===== config.mk =====
export PLATFORM = sky130hd
export DESIGN_NAME = seq_mono_det_flat
export DESIGN_NICKNAME = d
export VERILOG_FILES = /design/src/rtl/seq_mono_det_if.sv /design/src/rtl/seq_mono_det.sv /design/src/flat_wrapper.sv
export SDC_FILE = /design/constraint.sdc
export NUM_CORES = 1
export LEC_CHECK = 0
export CAP_MARGIN = 20
export CORE_UTILIZATION = 36
export CTS_CLUSTER_SIZE = 30
export DETAILED_ROUTE_END_ITERATION = 16
export MAX_ROUTING_LAYER = met4
export SETUP_SLACK_MARGIN = 0.15
export SLEW_MARGIN = 20
export SYNTH_ARGS = -nofsm -noshare
export SYNTH_HDL_FRONTEND = slang
export SYNTH_SLANG_ARGS = --single-unit

===== constraint.sdc =====
create_clock -name clk -period 2 [get_ports clk]
set_clock_uncertainty 0.05 [all_clocks]
set_input_delay 0.5 -clock clk [delete_from_list [all_inputs] [get_ports clk]]
set_output_delay 0.5 -clock clk [all_outputs]
set_load 0.02 [all_outputs]

===== src/rtl/seq_mono_det_if.sv =====
// Stream bundle for seq_mono_det: sample strobe/data/mode in, result flag out.
// The hit_cnt signal exists only when SEQ_MONO_HITCNT_EN is defined.
interface seq_mono_det_if #(
   parameter int DATA_W = 4
);
   logic              in_valid;
   logic [DATA_W-1:0] in_data;
   logic [1:0]        mode;
   logic              out_valid;
   logic              out_data;
`ifdef SEQ_MONO_HITCNT_EN
   logic [7:0]        hit_cnt;

   modport master (output in_valid, in_data, mode, input out_valid, out_data, hit_cnt);
   modport slave  (input in_valid, in_data, mode, output out_valid, out_data, hit_cnt);
`else
   modport master (output in_valid, in_data, mode, input out_valid, out_data);
   modport slave  (input in_valid, in_data, mode, output out_valid, out_data);
`endif
endinterface


===== src/rtl/seq_mono_det.sv =====
// Streaming monotonic-run detector: flags every sample whose last RUN_LEN frame samples obey the latched mode.
// Optional per-frame hit counter on bus.hit_cnt when SEQ_MONO_HITCNT_EN is defined.
module seq_mono_det #(
   parameter int DATA_W  = 4,
   parameter int RUN_LEN = 3,
   parameter int FRM_W   = 8
) (
   input logic           clk,
   input logic           rst_n,
   seq_mono_det_if.slave bus
);
   localparam int CNT_W = $clog2(RUN_LEN);
   localparam logic [CNT_W-1:0] RUN_MAX       = CNT_W'(RUN_LEN - 1);
   localparam logic [FRM_W-1:0] POS_LAST_FILL = FRM_W'(RUN_LEN - 1);
   localparam logic [FRM_W-1:0] POS_MAX       = '1;

   localparam logic [1:0] IDLE = 2'd0;
   localparam logic [1:0] FILL = 2'd1;
   localparam logic [1:0] RUN  = 2'd2;

   localparam logic [1:0] MODE_INC    = 2'd0;
   localparam logic [1:0] MODE_DEC    = 2'd1;
   localparam logic [1:0] MODE_EITHER = 2'd2;
   localparam logic [1:0] MODE_EQ     = 2'd3;

   logic [1:0]        state;
   logic [DATA_W-1:0] prev;
   logic [FRM_W-1:0]  pos;
   logic [1:0]        mode_q;
   logic [CNT_W-1:0]  inc_run, dec_run, eq_run;
   logic [CNT_W-1:0]  inc_nxt, dec_nxt, eq_nxt;
   logic              hit;
   logic              emit;
   logic              out_valid_q, out_data_q;

   // NOTE: every always_comb output gets a default first so no path can infer a latch.
   always_comb begin
      inc_nxt = '0;
      dec_nxt = '0;
      eq_nxt  = '0;
      if (bus.in_data > prev)
         inc_nxt = (inc_run == RUN_MAX) ? RUN_MAX : inc_run + CNT_W'(1);
      else if (bus.in_data < prev)
         dec_nxt = (dec_run == RUN_MAX) ? RUN_MAX : dec_run + CNT_W'(1);
      else
         eq_nxt  = (eq_run == RUN_MAX) ? RUN_MAX : eq_run + CNT_W'(1);
   end

   always_comb begin
      hit = 1'b0;
      case (mode_q)
         MODE_INC:    hit = (inc_nxt == RUN_MAX);
         MODE_DEC:    hit = (dec_nxt == RUN_MAX);
         MODE_EITHER: hit = (inc_nxt == RUN_MAX) || (dec_nxt == RUN_MAX);
         MODE_EQ:     hit = (eq_nxt == RUN_MAX);
         default:     hit = 1'b0;
      endcase
   end

   // A sample qualifies once it is at least the RUN_LEN-th of its frame.
   assign emit = bus.in_valid && ((state == RUN) || ((state == FILL) && (pos == POS_LAST_FILL)));

   // NOTE: sequential state uses non-blocking assignments only, so every register sees pre-edge values.
   always_ff @(posedge clk or negedge rst_n) begin
      if (!rst_n) begin
         state       <= IDLE;
         prev        <= '0;
         pos         <= '0;
         mode_q      <= '0;
         inc_run     <= '0;
         dec_run     <= '0;
         eq_run      <= '0;
         out_valid_q <= 1'b0;
         out_data_q  <= 1'b0;
      end else begin
         out_valid_q <= emit;
         out_data_q  <= emit && hit;
         case (state)
            IDLE: begin
               if (bus.in_valid) begin
                  state   <= FILL;
                  prev    <= bus.in_data;
                  pos     <= FRM_W'(1);
                  mode_q  <= bus.mode;
                  inc_run <= '0;
                  dec_run <= '0;
                  eq_run  <= '0;
               end
            end
            FILL, RUN: begin
               if (bus.in_valid) begin
                  prev    <= bus.in_data;
                  inc_run <= inc_nxt;
                  dec_run <= dec_nxt;
                  eq_run  <= eq_nxt;
                  if (pos != POS_MAX)
                     pos <= pos + FRM_W'(1);
                  if ((state == FILL) && (pos == POS_LAST_FILL))
                     state <= RUN;
               end else begin
                  state <= IDLE;
               end
            end
            default: state <= IDLE;
         endcase
      end
   end

   assign bus.out_valid = out_valid_q;
   assign bus.out_data  = out_data_q;

`ifdef SEQ_MONO_HITCNT_EN
   logic [7:0] hit_cnt;

   // Cleared by the first sample of a frame, held between frames.
   always_ff @(posedge clk or negedge rst_n) begin
      if (!rst_n)
         hit_cnt <= '0;
      else if ((state == IDLE) && bus.in_valid)
         hit_cnt <= '0;
      else if (emit && hit && (hit_cnt != 8'hFF))
         hit_cnt <= hit_cnt + 8'd1;
   end

   assign bus.hit_cnt = hit_cnt;
`endif

endmodule


===== src/flat_wrapper.sv =====
// flat-port wrapper written by rule: the top's interface ports become plain ports
module seq_mono_det_flat 
#(
   parameter int DATA_W  = 4,
   parameter int RUN_LEN = 3,
   parameter int FRM_W   = 8
)
  (clk, rst_n, bus_in_valid, bus_in_data, bus_mode, bus_out_valid, bus_out_data);
  seq_mono_det_if #(.DATA_W(DATA_W)) bus_i ();
  input logic clk;
  input logic rst_n;
  input wire logic [$bits(bus_i.in_valid)-1:0] bus_in_valid;
  input wire logic [$bits(bus_i.in_data)-1:0] bus_in_data;
  input wire logic [$bits(bus_i.mode)-1:0] bus_mode;
  output wire logic [$bits(bus_i.out_valid)-1:0] bus_out_valid;
  output wire logic [$bits(bus_i.out_data)-1:0] bus_out_data;
  assign bus_i.in_valid = bus_in_valid;
  assign bus_i.in_data = bus_in_data;
  assign bus_i.mode = bus_mode;
  assign bus_out_valid = bus_i.out_valid;
  assign bus_out_data = bus_i.out_data;
  seq_mono_det #(.DATA_W(DATA_W), .RUN_LEN(RUN_LEN), .FRM_W(FRM_W)) u_core (.clk(clk), .rst_n(rst_n), .bus(bus_i));
endmodule

==> impl_metrics.csv <==
group,metric,value,unit
critical_path,worstSetupPathType,"flop to flop",
route,initialDrtViolationCount,50,
floorplan,die_y,63.8,microns
critical_path,cp-end-kind,"flop",
grt,grt_pass1_vias,1181,
timing,fmax,0.559,GHz
placement,dp_hpwl,2120,microns
pwr,powerDensity,1000,nW/um^2
pwr,p_leak,0.000836,uW
synthesis,async_flop_share,100,%
floorplan,pin_count,11,
run,maxCapViolations,0,
pwr,power.total,1830,uW
cells_and_area,final_common_cell,"dfrtp_1",
pwr,peakVddDrop,0.532,mV
floorplan,die-area,4070,sq um
route,finalWirelength,3110,microns
worst_hold_path,hold_path.class,"flop to flop",
cells_and_area,mostFrequentLayoutCells,"dfrtp_1, buf_4, nand2_1",
synthesis,netlist_area,1380,sq um
cells_and_area,multi_input_area,778,sq um
pwr,p_comb_share,44.3,%
clock_tree,clkLatencyLatePin,0.27,ns
floorplan,num_rows,22,
timing,drv_slew,0,
route,via_per_inst,5.23,
cells_and_area,fin_util,50.0,%
placement,port_buffers,10,
critical_path,cp.required,2.12,ns
outcome,outcome,"complete, no violations",
critical_path,arrival,1.91,ns
synthesis,postSynthNetCount,161,
critical_path,path_buf_inv,2,
critical_path,slowest_stage,"dfrtp_1",
clock_tree,path_clk_slew,0.09,ns
cells_and_area,layout-drive-gt1-share,27.7,%
pwr,p_sw,667,uW
critical_path,critPathTopFamily,"compound AO/OA/AOI/OAI gates",
route,ant_nets,0,
cells_and_area,antennaDiodeCount,0,
critical_path,critPathLaunchType,"flop",
synthesis,synth_edf_count,0,
cells_and_area,stdcell_area,1830,sq um
floorplan,initial_utilization,37.6,%
placement,placed_area,1630,sq um
timing,post-route-min-period,1.79,ns
clock_tree,root_buffer,"clkbuf_8",
synthesis,synth_warnings,0,
critical_path,cp_max_fo,4,
critical_path,worstPathCellList,"inv_2 -> ha_4 -> nor2b_4 -> or2_4 -> a31oi_4 -> buf_6 -> nor2_2 -> a32o_1",
timing,slew-limit-headroom,78.9,%
route,dr.pass1.iters,4,
placement,place_ws,-0.402,ns
timing,finalHoldViolCount,0,
timing,rsz0062_at_grt,"yes",
grt,grt_use_total,17.7,%
cells_and_area,fill_cells,328,
clock_tree,cts_tree,"built",
timing,tightest_slew,0.314,ns
cells_and_area,area_growth,33.1,%
grt,grt_max_degree,25,
placement,globalplace.congestion,0.867,
grt,grt_overflow,0,
floorplan,die_width,63.8,microns
timing,period_share,89.5,%
critical_path,critical-path-max-stage-delay,0.38,ns
floorplan,fp.coreArea,3660,sq um
synthesis,ys_seq_area_share,43.6,%
synthesis,synth_flop_cell,"dfrtp_1",
grt,grtUsageMet1,20.2,%
grt,antenna_found_initial,0,
timing,finalSetupViolations,0,
grt,grt_busiest_layer,"met2",
synthesis,syn_inst,139,
pwr,p_seq_share,37.1,%
timing,whs,0.454,ns
pwr,cell_internal_pwr,1170,uW
clock_tree,clock_tree.buffer_depth,2,
route,drt-wirelength-per-cell,14.1,microns
pwr,power_frac_clock,18.7,%
grt,grt_pass1_wl,5370,microns
clock_tree,htree_num_levels,1,
grt,use_met3,4.29,%
cells_and_area,final-seq-area,601,sq um
synthesis,ys_ff_latch,24,
synthesis,synth_cell_types,37,
route,drc_errors,0,
grt,gr-usage-met2,30.5,%
timing,finalWorstSetupSlack,0.210,ns
cells_and_area,fin_nets,196,
clock_tree,cts_buffers,3,
route,vias,1155,
synthesis,avgSynthCellArea,9.90,sq um
pwr,switching_share,36.4,%
clock_tree,cts_sinks,24,
cells by family (layout without fill, tap and decap cells):
logic type | after synthesis | after routing | share of synthesized area, %
AND/OR/NAND/NOR | 40 | 40 | 16.2
AO/OA/AOI/OAI | 39 | 39 | 20.0
flip-flops | 24 | 24 | 43.6
buffers and inverters | 19 | 53 | 5.18
adder cells (fa/ha/maj) | 13 | 13 | 11.8
multiplexers | 4 | 4 | 3.18
worst register-to-register path, delay by kind of cell, from the launching register on:
kind / cells / cell delay, ns
flops: 1 / 0.38
compound gates: 2 / 0.44
buf+inv: 2 / 0.20
fa+ha+maj: 1 / 0.20
simple gates: 3 / 0.41
cells in the mapped netlist (all sizes together), types with 2 or more instances:
cell type,number,area [sq um]
ha,13,163
o31ai,2,15.0
nand2,15,56.3
a32o,3,30.0
a22o,4,35.0
a31oi,6,43.8
nand3,4,20.0
dfrtp,24,601
clkbuf,3,11.3
a21oi,5,25.0
inv,16,60.1
o21ai,10,50.0
nor2,5,18.8
mux2,3,33.8
or2,2,12.5
and3,4,25.0
nor2b,3,18.8
state kept, by name (all words and copies together) (netlist names):
name / cells
u_core.pos: 8
u_core.bus.out_valid: 1
u_core.eq_run: 2
u_core.mode_q: 2
u_core.state: 2
u_core.inc_run: 2
u_core.bus.out_data: 1
u_core.dec_run: 2
u_core.prev: 4
power by group through the flow:
stage               registers, uW  logic (uW)  clock network (uW)
floorplan                     673         496                   0
global placement              692         667                   0
detailed placement            695         694                   0
CTS                           679         787                 345
global route                  695         917                 369
finish                        680         812                 342
metal layers:
metal  routed length [microns]  vias to the layer above
met5                         0                        -
met1                      1370                      557
met4                        50                        0
met2                      1550                       24
met3                       141                        6
li1                          -                      568
through the flow:
stage,TNS (ns),std cells
floorplan,0,139
CTS,0,219
global placement,-2.04,207
finish,0,221
global route,0,221
detailed placement,-2.36,207
area by class of cell:
| type | count | area share (%) |
|---|---|---|
| inverter | 16 | 3.28 |
| sequential | 24 | 32.8 |
| clock buffer | 4 | 3.01 |
| multi-input combinational | 96 | 42.5 |
| timing repair buffer | 33 | 15.2 |
| tap | 48 | 3.28 |
timing repair:
action,in CTS,in global routing
setup endpoints to repair,8,8
gates resized for setup,17,3
hold buffers,0,0
pin swaps,12,3
hold endpoints to repair,0,0
buffers inserted,8,2
path summary, 6_finish.rpt:
kind / start / to / slack (ns) / cells past startpoint
max: u_core.prev[1]$_DFFE_PN0P_ / u_core.inc_run[0]$_DFFE_PN0P_ / 0.21 / 8
min: u_core.eq_run[1]$_DFFE_PN0P_ / u_core.eq_run[1]$_DFFE_PN0P_ / 0.45 / 1
max reg2reg: u_core.prev[1]$_DFFE_PN0P_ / u_core.inc_run[0]$_DFFE_PN0P_ / 0.21 / 8
min reg2reg: u_core.eq_run[1]$_DFFE_PN0P_ / u_core.eq_run[1]$_DFFE_PN0P_ / 0.45 / 1
max in group asynchronous: rst_n / u_core.inc_run[0]$_DFFE_PN0P_ / 1.13 / 2
min in group asynchronous: rst_n / u_core.state[0]$_DFFE_PN0P_ / 0.53 / 2
Power figures use the tool's default switching activity.
